===== src/rtl/lcd_cmd_engine.sv =====
// lcd_cmd_engine
// HD44780-style character LCD transfer engine. Accepts one command per
// valid/ready handshake and sequences LCD_E, LCD_RS, LCD_RW and the data
// bus with programmable setup / enable / hold / gap timing, in 4-bit
// (two nibbles, high first) or 8-bit (single transfer) bus mode. Reads
// capture SF_DIN into rd_data. After the transfer the engine waits
// T_CMD cycles, or T_CLEAR cycles for clear display / return home.
//
// Optional build macro: LCD_BUSY_POLL_EN
//   When defined, the fixed post-command wait is replaced by busy-flag
//   polling: internal reads (RS=0, RW=1) repeat until the captured bit 7
//   is 0 or T_CLEAR wait cycles have elapsed. Poll reads never pulse
//   rd_valid.
//
// Ports:
//   clk       system clock
//   reset     asynchronous, active-low reset
//   in_valid  command present
//   in_ready  engine idle, a command is accepted when in_valid is also high
//   in_rs     register select for the command
//   in_rw     1 = read, 0 = write
//   in_data   byte to write
//   SF_D      data bus drive value
//   SF_OE     bus output enable, high only during write transfers
//   SF_DIN    data bus value returned by the LCD
//   LCD_E     enable strobe
//   LCD_RS    register select
//   LCD_RW    read/write
//   rd_data   captured read byte
//   rd_valid  one-cycle pulse when rd_data is updated
module lcd_cmd_engine #(
  parameter int BUS_W   = 4,
  parameter int T_SETUP = 2,
  parameter int T_EN    = 12,
  parameter int T_HOLD  = 1,
  parameter int T_GAP   = 50,
  parameter int T_CMD   = 2000,
  parameter int T_CLEAR = 82000,
  parameter int CNT_W   = 17
) (
  input  logic             clk,
  input  logic             reset,
  input  logic             in_valid,
  output logic             in_ready,
  input  logic             in_rs,
  input  logic             in_rw,
  input  logic [7:0]       in_data,
  output logic [BUS_W-1:0] SF_D,
  output logic             SF_OE,
  input  logic [BUS_W-1:0] SF_DIN,
  output logic             LCD_E,
  output logic             LCD_RS,
  output logic             LCD_RW,
  output logic [7:0]       rd_data,
  output logic             rd_valid
);

  // A zero timing parameter still gives its state one cycle.
  localparam int N_SETUP = (T_SETUP < 1) ? 1 : T_SETUP;
  localparam int N_EN    = (T_EN    < 1) ? 1 : T_EN;
  localparam int N_HOLD  = (T_HOLD  < 1) ? 1 : T_HOLD;
  localparam int N_GAP   = (T_GAP   < 1) ? 1 : T_GAP;
  localparam int N_CMD   = (T_CMD   < 1) ? 1 : T_CMD;
  localparam int N_CLEAR = (T_CLEAR < 1) ? 1 : T_CLEAR;

  localparam logic [CNT_W-1:0] L_SETUP = CNT_W'(N_SETUP - 1);
  localparam logic [CNT_W-1:0] L_EN    = CNT_W'(N_EN - 1);
  localparam logic [CNT_W-1:0] L_HOLD  = CNT_W'(N_HOLD - 1);
  localparam logic [CNT_W-1:0] L_GAP   = CNT_W'(N_GAP - 1);
  localparam logic [CNT_W-1:0] L_CMD   = CNT_W'(N_CMD - 1);
  localparam logic [CNT_W-1:0] L_CLEAR = CNT_W'(N_CLEAR - 1);

  typedef enum logic [2:0] {S_IDLE, S_SETUP, S_EN_HI, S_HOLD, S_GAP, S_WAIT} state_t;

  state_t           state, state_n;
  logic [CNT_W-1:0] cnt, cnt_n;
  logic             rs_q, rs_n, rw_q, rw_n;
  logic [7:0]       data_q, data_n;
  logic             second_q, second_n;
  logic             clear_q, clear_n;
  logic [7:0]       rd_shift, shift_n;
  logic [7:0]       rd_data_n;
  logic             rd_valid_n;
  logic             active_n;
  logic [BUS_W-1:0] bus_n;
`ifdef LCD_BUSY_POLL_EN
  logic             poll_q, poll_n;
  logic [CNT_W-1:0] wait_cnt, wait_cnt_n;
`endif

  // Next-state logic; every output is registered from the next state so
  // the pins change cleanly on the clock edge.
  always_comb begin
    state_n    = state;
    cnt_n      = cnt + 1'b1;
    rs_n       = rs_q;
    rw_n       = rw_q;
    data_n     = data_q;
    second_n   = second_q;
    clear_n    = clear_q;
    shift_n    = rd_shift;
    rd_data_n  = rd_data;
    rd_valid_n = 1'b0;
`ifdef LCD_BUSY_POLL_EN
    poll_n     = poll_q;
    wait_cnt_n = poll_q ? (&wait_cnt ? wait_cnt : wait_cnt + 1'b1) : '0;
`endif
    case (state)
      S_IDLE: begin
        cnt_n = '0;
        if (in_valid) begin
          state_n  = S_SETUP;
          rs_n     = in_rs;
          rw_n     = in_rw;
          data_n   = in_data;
          second_n = 1'b0;
          // Clear display (0x01) and return home (0x02/0x03) need the long wait.
          clear_n  = ~in_rs & ~in_rw & (in_data[7:2] == 6'd0) & (in_data[1:0] != 2'd0);
        end
      end
      S_SETUP: if (cnt == L_SETUP) begin
        state_n = S_EN_HI;
        cnt_n   = '0;
      end
      S_EN_HI: if (cnt == L_EN) begin
        state_n = S_HOLD;
        cnt_n   = '0;
        if (rw_q) begin
          if (BUS_W == 4) begin
            if (!second_q) shift_n[7:4] = SF_DIN[3:0];
            else           shift_n[3:0] = SF_DIN[3:0];
          end else begin
            shift_n = 8'(SF_DIN);
          end
        end
      end
      S_HOLD: if (cnt == L_HOLD) begin
        cnt_n = '0;
        if ((BUS_W == 4) && !second_q) begin
          state_n  = S_GAP;
          second_n = 1'b1;
        end
`ifdef LCD_BUSY_POLL_EN
        else if (!poll_q) begin
          // User transfer done: report a user read, then start polling.
          rd_valid_n = rw_q;
          if (rw_q) rd_data_n = rd_shift;
          poll_n   = 1'b1;
          rs_n     = 1'b0;
          rw_n     = 1'b1;
          data_n   = '0;
          second_n = 1'b0;
          state_n  = S_SETUP;
        end else if (!rd_shift[7] || (wait_cnt >= L_CLEAR)) begin
          poll_n   = 1'b0;
          rw_n     = 1'b0;
          second_n = 1'b0;
          state_n  = S_IDLE;
        end else begin
          second_n = 1'b0;
          state_n  = S_SETUP;
        end
`else
        else begin
          state_n    = S_WAIT;
          rd_valid_n = rw_q;
          if (rw_q) rd_data_n = rd_shift;
        end
`endif
      end
      S_GAP: if (cnt == L_GAP) begin
        state_n = S_SETUP;
        cnt_n   = '0;
      end
      S_WAIT: if (cnt == (clear_q ? L_CLEAR : L_CMD)) begin
        state_n = S_IDLE;
        cnt_n   = '0;
      end
      default: begin
        state_n = S_IDLE;
        cnt_n   = '0;
      end
    endcase

    // Bus is driven only while a transfer is in SETUP/EN_HI/HOLD.
    active_n = (state_n == S_SETUP) || (state_n == S_EN_HI) || (state_n == S_HOLD);
    bus_n    = '0;
    if (active_n) begin
      if (BUS_W == 4) bus_n = BUS_W'(second_n ? data_n[3:0] : data_n[7:4]);
      else            bus_n = BUS_W'(data_n);
    end
  end

  always_ff @(posedge clk or negedge reset) begin
    if (!reset) begin
      state    <= S_IDLE;
      cnt      <= '0;
      rs_q     <= 1'b0;
      rw_q     <= 1'b0;
      data_q   <= '0;
      second_q <= 1'b0;
      clear_q  <= 1'b0;
      rd_shift <= '0;
      in_ready <= 1'b1;
      SF_D     <= '0;
      SF_OE    <= 1'b0;
      LCD_E    <= 1'b0;
      LCD_RS   <= 1'b0;
      LCD_RW   <= 1'b0;
      rd_data  <= '0;
      rd_valid <= 1'b0;
`ifdef LCD_BUSY_POLL_EN
      poll_q   <= 1'b0;
      wait_cnt <= '0;
`endif
    end else begin
      state    <= state_n;
      cnt      <= cnt_n;
      rs_q     <= rs_n;
      rw_q     <= rw_n;
      data_q   <= data_n;
      second_q <= second_n;
      clear_q  <= clear_n;
      rd_shift <= shift_n;
      in_ready <= (state_n == S_IDLE);
      SF_D     <= bus_n;
      SF_OE    <= active_n & ~rw_n;
      LCD_E    <= (state_n == S_EN_HI);
      LCD_RS   <= active_n & rs_n;
      LCD_RW   <= active_n & rw_n;
      rd_data  <= rd_data_n;
      rd_valid <= rd_valid_n;
`ifdef LCD_BUSY_POLL_EN
      poll_q   <= poll_n;
      wait_cnt <= wait_cnt_n;
`endif
    end
  end

endmodule


===== config.mk =====
export PLATFORM = sky130hd
export DESIGN_NAME = lcd_cmd_engine
export DESIGN_NICKNAME = d
export VERILOG_FILES = /design/src/rtl/lcd_cmd_engine.sv
export SDC_FILE = /design/constraint.sdc
export NUM_CORES = 1
export LEC_CHECK = 0
export ABC_CLOCK_PERIOD_IN_PS = 5650
export CAP_MARGIN = 10
export CORE_MARGIN = 1.5
export CORE_UTILIZATION = 58
export CTS_BUF_LIST = sky130_fd_sc_hd__clkbuf_2
export DETAILED_ROUTE_END_ITERATION = 10
export PLACE_DENSITY = 0.86
export RECOVER_POWER = 50
export SYNTH_ARGS = -nofsm -noshare
export SYNTH_HDL_FRONTEND = slang
export SYNTH_SLANG_ARGS = --single-unit

===== constraint.sdc =====
create_clock -name clk -period 5.65 [get_ports clk]
set_clock_uncertainty 0.15 [all_clocks]
set_input_delay 1.4125 -clock clk [delete_from_list [all_inputs] [get_ports clk]]
set_output_delay 1.4125 -clock clk [all_outputs]
set_load 0.02 [all_outputs]

==> results.py <==
metrics = {
    "run_status": {
        "status": "finished with violations",
        "violations": "capacitance limit, slew limit",
    },
    "power_and_ir_drop": {
        "powerDensity_mw_per_mm2": 208,
        "p_leak_nw": 1.46,
        "ir_worst_vdd_v": 0.000125,
    },
    "sta": {
        "finalSetupViolations": 0,
        "timing_worst_slew_pin_value_ns": 2.93,
        "fin_setup_tns_ns": 0,
        "slew_headroom_pct": -95.4,
        "finalHoldViolCount": 0,
        "maxSlewViolCount": 59,
        "max_freq_mhz": 267,
        "rsz0062_at_grt": "false",
        "setup_slack_ns": 1.90,
        "fin_crit_ns": 3.75,
        "period_share_pct": 66.3,
    },
    "floorplan": {
        "die_area_mm2": 0.00519,
        "start_util_pct": 61.8,
        "die_x_um": 72.0,
        "rows": 24,
        "fp.coreArea_mm2": 0.00447,
        "die_h_um": 72.0,
        "io_pins": 35,
    },
    "min_path": {
        "hold_class": "flip-flop to flip-flop",
    },
    "worst_setup_path": {
        "arrival_ns": 3.58,
        "max_stage_delay_ns": 2.07,
        "crit_path_top_delay_cell": "clkbuf_1",
        "critical_path.top_delay_family": "buffers and inverters",
        "critPathRequiredTime_ns": 5.48,
        "path_class": "primary input to async pin",
        "worstSetupStartpointType": "primary input",
        "crit_path_end_kind": "async pin",
        "crit_buf_inv": 2,
        "worst-path-max-fanout": 58,
        "path_cells": "buf_2 > clkbuf_1",
    },
    "routing": {
        "drt_iter0_drc": 134,
        "firstDrtPassIters": 5,
        "drt-total-wl_mm": 5.11,
        "drcViolationCount": 0,
        "ant_nets": 0,
        "vias": 1873,
        "vias_per_cell": 5.75,
        "wl_per_cell_um": 15.7,
    },
    "synthesis": {
        "ys_top_cells_by_area": "dfrtp_1 (52%), mux2_2 (11%), nor2_1 (3.5%), xnor2_1 (3.5%), nor4_4 (2.3%)",
        "yosysUniqueCellTypes": 48,
        "ys_seq_elements": 58,
        "synth_area_leader_cell": "dfrtp_1",
        "yosysWarnings": 0,
        "syn_inst": 229,
        "yosysSeqAreaShare_pct": 52.5,
        "synthesis.area_mm2": 0.00277,
        "synth_top_area_share_pct": 51.6,
        "postSynthAreaPerCell_um2": 12.1,
        "syn_nets": 249,
    },
    "clocking": {
        "clk_pin_slew_ns": 0.17,
        "post-cts-setup-buffers": 0,
        "cts_resized": 0,
        "clock_latency_ns": 0.49,
        "cts_tree": "done",
        "cts_buffers": 9,
        "cts-root-buf": "clkbuf_2",
        "clk_path_buf_depth": 2,
        "cts_hold_buf": 0,
        "clock-sinks": 58,
        "htree_levels": 3,
    },
    "cells_and_area": {
        "nFillCells": 331,
        "antenna_cells": 0,
        "nNetsFinal": 289,
        "syn2layout_area_growth_pct": 15.4,
        "layout-drive-gt1-share_pct": 21.2,
    },
    "global_routing": {
        "grt_overflow": 0,
        "grt_max_degree": 59,
        "grt_pass1_wl_mm": 8.49,
        "antenna_found_initial": 0,
        "grt_pass1_vias": 1832,
        "grt_use_total_pct": 21.7,
    },
    "placement": {
        "place.gp.congestion": 0.858,
        "place.port_buffers": 34,
        "post-place-ws_ns": 1.58,
        "place_hpwl_mm": 3.51,
    },
    "run": {
        "maxCapViolCount": 1,
    },
}
==> path summary, 6_finish.rpt <==
path | from | end | slack (ns) | cells after the start
max | reset | cnt[3] | 1.90 | 2
min | rd_shift[0] | rd_data[0] | 0.35 | 1
max reg2reg | cnt[8] | rd_data[4] | 2.35 | 4
min reg2reg | rd_shift[0] | rd_data[0] | 0.35 | 1
max in group clk | in_valid | SF_D[0] | 2.04 | 6
min in group asynchronous | reset | rd_shift[7] | 1.79 | 2
==> synthesized netlist by cell type (all sizes together) <==
library cell / instances
mux2i: 4
buf: 3
a311oi: 1
nor2b: 4
nand2: 9
dfstp: 1
nor4: 5
o211ai: 1
o2bb2ai: 1
nand4: 8
nor2: 27
a41oi: 1
o22ai: 1
mux2: 26
o21a: 1
ha: 3
xor2: 4
o21ai: 5
or4b: 1
inv: 9
a21oi: 2
nor3b: 2
a21o: 3
xnor2: 11
and3: 7
a211oi: 7
and4: 2
nor3: 7
or3: 1
nand3: 8
o2111ai: 1
and2: 2
clkbuf: 3
or3b: 1
dfrtp: 57
==> registers in the layout (all words and copies together), names as in the netlist, 3 cells and up <==
| register | cells |
|---|---|
| cnt | 17 |
| state | 3 |
| rd_data | 8 |
| SF_D | 4 |
| data_q | 8 |
| rd_shift | 8 |
==> cell type report <==
type,count,area (um2),share of cell area [%]
inverters,9,33.8,1.06
flip-flops and latches,58,1450,45.5
repair buffers,35,339,10.6
clock buffers,10,50.0,1.57
well taps,52,65.1,2.04
multi-input cells,156,1220,38.1
clock inverters,6,33.8,1.06
==> through the flow <==
stage | util, % | instances | power (mW) | instance area, um2 | hold slack [ns]
3_5_place_dp | 70.1 | 310 | 0.462 | 3140 | 0.334
5_1_grt | 71.3 | 326 | 0.694 | 3190 | 0.387
3_3_place_gp | 70.1 | 310 | 0.461 | 3140 | 0.333
2_1_floorplan | - | 229 | 0.438 | 2770 | 0.322
4_1_cts | 72.0 | 326 | 0.674 | 3220 | 0.361
6_report | 71.3 | 326 | 0.664 | 3190 | 0.345
==> power by group <==
group	leakage, nW	switching (mW)	internal, mW
clock network	0.0551	0.154	0.0556
registers	0.766	0.00232	0.421
logic	0.636	0.0151	0.0155
total	1.46	0.172	0.492
==> logic make-up (layout without fill, tap and decap cells) <==
logic type | after synthesis | count (layout) | synth area share, %
adder cells (fa/ha/maj) | 3 | 3 | 1.36
flip-flops | 58 | 58 | 52.5
multiplexers | 30 | 30 | 12.0
AND/OR/NAND/NOR | 84 | 84 | 19.5
buffers and inverters | 15 | 60 | 2.49
XOR/XNOR | 15 | 15 | 4.75
AO/OA/AOI/OAI | 24 | 24 | 7.33
==> worst reg2reg max path, stage by stage, from the launching register on <==
cell     delay (ns)
dfrtp_1        0.47
nor4_1         0.85
nand4_4        0.25
nor3_1         1.05
mux2_2         0.42
==> per-layer routing <==
metal | wire length [um] | vias to the layer above | global-route usage [%]
met5 | 0 | - | 0
met4 | 77 | 0 | 9.01
met3 | 260 | 10 | 5.97
met2 | 2440 | 60 | 33.3
met1 | 2330 | 910 | 29.3
li1 | - | 893 | -
==> layout by cell type (no fill, tap or decap), types with 3 or more instances in the layout <==
| cell | n |
|---|---|
| a211oi_1 | 6 |
| a21o_1 | 3 |
| and3_1 | 6 |
| clkbuf_2 | 10 |
| clkdlybuf4s50_1 | 33 |
| clkinv_2 | 3 |
| dfrtp_1 | 57 |
| ha_1 | 3 |
| inv_1 | 8 |
| mux2_2 | 26 |
| mux2i_1 | 4 |
| nand2_1 | 9 |
| nand3_1 | 8 |
| nand4_1 | 7 |
| nor2_1 | 26 |
| nor2b_1 | 4 |
| nor3_1 | 5 |
| nor4_1 | 3 |
| o21ai_0 | 5 |
| xnor2_1 | 11 |
| xor2_1 | 4 |
Power figures use the tool's default switching activity.
